$ cat src/rtl/song_playback_ctrl.sv
// Playback controller: play/pause/restart sequencing, millisecond elapsed-time
// counter and proportional progress-bar fill for the bar renderer.
module song_playback_ctrl #(
    parameter int unsigned CLKS_PER_MS = 100_000,
    parameter int unsigned BAR_STEPS   = 50
) (
    input  logic        clk,
    input  logic        rst,
    input  logic        play_btn,
    input  logic        restart_btn,
    input  logic        song_end_in,
    input  logic [17:0] song_len_ms,
    output logic        play,
    output logic        song_done,
    output logic        reset_player,
    output logic [17:0] elapsed_ms,
    output logic [7:0]  progress_px
);

    localparam int unsigned LEN_W = 18;
    localparam int unsigned PX_W  = 8;
    localparam int unsigned ACC_W = LEN_W + 1;
    localparam int unsigned PRE_W = $clog2(CLKS_PER_MS);

    typedef enum logic [1:0] {
        ST_IDLE,
        ST_PLAYING,
        ST_PAUSED,
        ST_DONE
    } state_t;

    state_t             state, state_n;
    logic [PRE_W-1:0]   pre, pre_n;
    logic [LEN_W-1:0]   elapsed, elapsed_n;
    logic [LEN_W-1:0]   len, len_n;
    logic [ACC_W-1:0]   acc, acc_n;
    logic [PX_W-1:0]    progress, progress_n;
    logic               play_n, done_n, rp_n;

    logic               tick;
    logic [ACC_W-1:0]   acc_sum;
    logic [LEN_W-1:0]   elapsed_inc;

    assign tick        = (state == ST_PLAYING) && (pre == PRE_W'(CLKS_PER_MS - 1));
    assign acc_sum     = acc + ACC_W'(BAR_STEPS);
    assign elapsed_inc = elapsed + LEN_W'(1);

    // State register and all registered outputs
    always_ff @(posedge clk) begin
        if (rst) begin
            state        <= ST_IDLE;
            pre          <= '0;
            elapsed      <= '0;
            len          <= '0;
            acc          <= '0;
            progress     <= '0;
            play         <= 1'b0;
            song_done    <= 1'b0;
            reset_player <= 1'b0;
        end else begin
            state        <= state_n;
            pre          <= pre_n;
            elapsed      <= elapsed_n;
            len          <= len_n;
            acc          <= acc_n;
            progress     <= progress_n;
            play         <= play_n;
            song_done    <= done_n;
            reset_player <= rp_n;
        end
    end

    assign elapsed_ms  = elapsed;
    assign progress_px = progress;

    // Next-state, counters and output decode
    always_comb begin
        state_n    = state;
        pre_n      = pre;
        elapsed_n  = elapsed;
        len_n      = len;
        acc_n      = acc;
        progress_n = progress;
        rp_n       = 1'b0;

        case (state)
            ST_IDLE, ST_DONE: begin
                if (play_btn) begin
                    state_n    = ST_PLAYING;
                    len_n      = (song_len_ms < LEN_W'(BAR_STEPS)) ? LEN_W'(BAR_STEPS) : song_len_ms;
                    pre_n      = '0;
                    elapsed_n  = '0;
                    acc_n      = '0;
                    progress_n = '0;
                    rp_n       = 1'b1;
                end
            end
            ST_PLAYING: begin
                if (tick) begin
                    pre_n     = '0;
                    elapsed_n = elapsed_inc;
                    if (acc_sum >= ACC_W'(len)) begin
                        acc_n = acc_sum - ACC_W'(len);
                        if (progress < PX_W'(BAR_STEPS)) begin
                            progress_n = progress + PX_W'(1);
                        end
                    end else begin
                        acc_n = acc_sum;
                    end
                end else begin
                    pre_n = pre + PRE_W'(1);
                end
                // Completion outranks a pause request arriving on the same tick
                if ((tick && (elapsed_inc == len)) || song_end_in) begin
                    state_n    = ST_DONE;
                    progress_n = PX_W'(BAR_STEPS);
                end else if (play_btn) begin
                    state_n = ST_PAUSED;
                end
            end
            ST_PAUSED: begin
                if (play_btn) begin
                    state_n = ST_PLAYING;
                end
            end
            default: begin
                state_n = ST_IDLE;
            end
        endcase

        if (restart_btn) begin
            state_n    = ST_IDLE;
            pre_n      = '0;
            elapsed_n  = '0;
            acc_n      = '0;
            progress_n = '0;
            rp_n       = 1'b1;
        end

        play_n = (state_n == ST_PLAYING);
        done_n = (state_n == ST_DONE);
    end

endmodule
$ cat config.mk
export PLATFORM = sky130hd
export DESIGN_NAME = song_playback_ctrl
export DESIGN_NICKNAME = d
export VERILOG_FILES = /design/src/rtl/song_playback_ctrl.sv
export SDC_FILE = /design/constraint.sdc
export NUM_CORES = 1
export LEC_CHECK = 0
export CORE_MARGIN = 2
export CORE_UTILIZATION = 42
export DETAILED_ROUTE_END_ITERATION = 6
export HOLD_SLACK_MARGIN = 0.1
export SYNTH_ARGS = -nofsm -noshare
export SYNTH_HDL_FRONTEND = slang
export SYNTH_SLANG_ARGS = --single-unit
$ cat constraint.sdc
create_clock -name clk -period 5.05 [get_ports clk]
set_input_delay 1.01 -clock clk [delete_from_list [all_inputs] [get_ports clk]]
set_output_delay 1.01 -clock clk [all_outputs]
set_load 0.1 [all_outputs]
==> flow_metrics.env <==
export IMPL_avgSynthCellArea_um2=7.91
export IMPL_grt_use_met3_pct=3.23
export IMPL_clock_latency_ns=0.36
export IMPL_cp_depth=17
export IMPL_grt_pass1_wl_mm=25.1
export IMPL_synth_fp_nets=764
export IMPL_synth_edff_count=0
export IMPL_synthesis_area_um2=5660
export IMPL_tritoncts="done"
export IMPL_ys_ff_latch=85
export IMPL_worst_ep_required_time_ns=5.28
export IMPL_drive_above_1_share_pct=5.16
export IMPL_ys_seq_area_share_pct=30.1
export IMPL_grt_max_degree=35
export IMPL_dp_hpwl_mm=11.7
export IMPL_grt_usage_pct=22.1
export IMPL_clock_sinks=85
export IMPL_top_usage_layer="met2"
export IMPL_seq_area_um2=1700
export IMPL_first_iter_violations=503
export IMPL_netlist_top_cells_area="dfxtp_1 30%, xnor2_1 5.4%, ha_1 5.3%, xor2_1 5.3%, nand2_1 5.0%"
export IMPL_yosysWarnings=0
export IMPL_area_growth_pct=16.4
export IMPL_setup_viol=0
export IMPL_multi_input_area_um2=3690
export IMPL_cp_startpoint="acc[1]"
export IMPL_cpLargestDelayFamily="simple AND/OR/NAND/NOR gates"
export IMPL_ctsResizeCount=0
export IMPL_die_area_um2=14400
export IMPL_gp_congestion=0.847
export IMPL_path_class="reg2reg"
export IMPL_synth_top_area_share_pct=30.1
export IMPL_cpMaxStageDelayCell="or2_1"
export IMPL_end_kind="flop"
export IMPL_die_w_um=120
export IMPL_cts_setup_buffers=0
export IMPL_firstDrtPassIters=5
export IMPL_cellLeakagePower_uw=0.00245
export IMPL_cts_root_buffer="clkbuf_16"
export IMPL_post_route_drc_count=0
export IMPL_numPlacedInstances=916
export IMPL_synth_common_cells="85 x dfxtp_1, 76 x nand2_1, 67 x nor2_1, 46 x a21oi_1, 46 x o21ai_0"
export IMPL_r2r_cells=17
export IMPL_arrival_ns=4.48
export IMPL_hold_ws_ns=0.475
export IMPL_r2r_end="acc[14]"
export IMPL_finalMaxSlewViolations=0
export IMPL_use_met1_pct=29.5
export IMPL_core_um2=13200
export IMPL_path_cells="ha_1 -> a21oi_1 -> nor2b_1 -> nor2_1 -> and2_1 -> nand3_1 -> xnor2_1 -> ha_1 -> nand3_1 -> nor4_1 -> a31oi_1 -> nand4b_1 -> or2_1 -> buf_4 -> a311oi_1 -> o21ai_0 -> o221ai_1"
export IMPL_synthFlopType="dfxtp_1"
export IMPL_worstPathMaxFanout=19
export IMPL_cts_hold_buf=0
export IMPL_path_clk_slew_ns=0.07
export IMPL_total_power_uw=1720
export IMPL_initial_core_util_pct=42.9
export IMPL_fin_crit_sh_pct=84.2
export IMPL_cts_path_max_buffers=2
export IMPL_irDropWorstVdd_uv=165
export IMPL_met2_usage_pct=34.9
export IMPL_slew_headroom_pct=33.7
export IMPL_cp_endpoint="acc[14]"
export IMPL_critPathBufInv=1
export IMPL_dp_slack_ns=0.858
export IMPL_avgViaCountPerCell=5.74
export IMPL_min_period_ns=4.25
export IMPL_rsz0062_at_grt="no"
export IMPL_p_per_area_nw_per_um2=261
export IMPL_worstMarginPinSlew_ns=0.991
export IMPL_min_path_type="reg2reg"
export IMPL_nets=799
export IMPL_reg2reg_from="acc[1]"
export IMPL_synthCells=716
export IMPL_cts_htree_levels=3
export IMPL_port_buffers=51
export IMPL_fillers=1281
export IMPL_num_antenna_cells=0
export IMPL_synth_cell_types=77
export IMPL_rrSetupSlack_ns=0.80
export IMPL_drt_wl_total_mm=15.6
export IMPL_final_cells=932
export IMPL_finalWorstSetupSlack_ns=0.797
export IMPL_vias=5353
export IMPL_async_flop_share_pct=0
export IMPL_max_freq_mhz=235
export IMPL_cts_buffers_inserted=9
export IMPL_status="finished clean"
export IMPL_hold_viol=0
export IMPL_cap_violations=0
export IMPL_routedWlPerCell_um=16.8
export IMPL_grt_pass1_vias=4996
export IMPL_cp_start_kind="flop"
export IMPL_cp_slowest_stage_delay_ns=0.62
export IMPL_finalSetupTns_ns=0
export IMPL_synth_most_common_cell="dfxtp_1"
export IMPL_grt_overflow=0
export IMPL_pin_count=52
export IMPL_rows=42
export IMPL_antenna_found_initial=0
export IMPL_ant_nets=0
export IMPL_yosysTopAreaCell="dfxtp_1"
export IMPL_fin_skew_ns=0.00786
export IMPL_die_h_um=120
worst register-to-register path: cells and delay by family, from the launching register on:
family	cells	cell delay [ns]
AOI/OAI and AO/OA	5	0.66
xor gates and xnor gates	1	0.18
adders and majority gates	2	0.62
buffers and inverters	1	0.29
DFF	1	0.45
and+or+nand+nor	8	1.92
routing by layer:
layer  share of wire (%)  up-vias
met2                  45      141
met3                 4.3       26
li1                    -     2655
met4                 2.9        0
met5                   0        -
met1                  48     2531
state kept, by name (all words and copies together) (netlist names):
signal / cells
reset_player: 1
song_done: 1
elapsed_ms: 18
len: 18
state: 2
play: 1
acc: 19
progress_px: 8
pre: 17
cells by family (layout without fill, tap and decap cells):
logic type / Yosys count / after routing / synth area share, %
flip-flops: 85 / 85 / 30.1
AO/OA/AOI/OAI: 181 / 181 / 20.7
AND/OR/NAND/NOR: 287 / 287 / 26.9
multiplexers: 7 / 7 / 1.24
adder cells (fa/ha/maj): 25 / 25 / 5.66
buffers and inverters: 62 / 102 / 4.71
XOR/XNOR: 69 / 69 / 10.7
worst min-delay path by stage:
stage	start	endpoint	slack [ns]	cells past startpoint
after CTS	len[7]	len[7]	0.48	2
after global routing	acc[15]	acc[15]	0.51	2
after detailed placement	len[7]	len[7]	0.47	2
after global placement	len[7]	len[7]	0.46	2
after floorplan	len[7]	len[7]	0.45	2
final	len[7]	len[7]	0.47	2
cells in the final DEF (no fill, tap or decap), drive strengths merged, types with 12 or more instances in the layout:
cell,instances
nand2,78
xor2,34
a21oi,47
nor4,12
nand4,14
xnor2,35
inv,33
nor2,67
dfxtp,85
nor3,14
and3,19
clkdlybuf4s50,51
o21ai,56
ha,24
nand3,34
stage by stage:
step | util (%) | instance area (µm²)
detailed placement | 47.5 | 6270
finish | 50.0 | 6590
floorplan | - | 5660
global placement | 47.5 | 6270
global route | 50.0 | 6590
CTS | 50.0 | 6590
report_power, final:
group | internal [µW] | switching, µW | leakage [µW]
combinational | 109 | 171 | 0.00161
sequential | 683 | 14.1 | 0.000689
clock | 435 | 305 | 0.000156
cell type report:
cell class / count / share of cell area [%]
clock buffer: 9 / 3.42
clock inverter: 7 / 1.44
inverter: 31 / 1.77
multi-input combinational: 569 / 56.0
sequential: 85 / 25.8
tap: 176 / 3.34
timing repair buffer: 55 / 8.20
(Power assumes the default switching activity.)
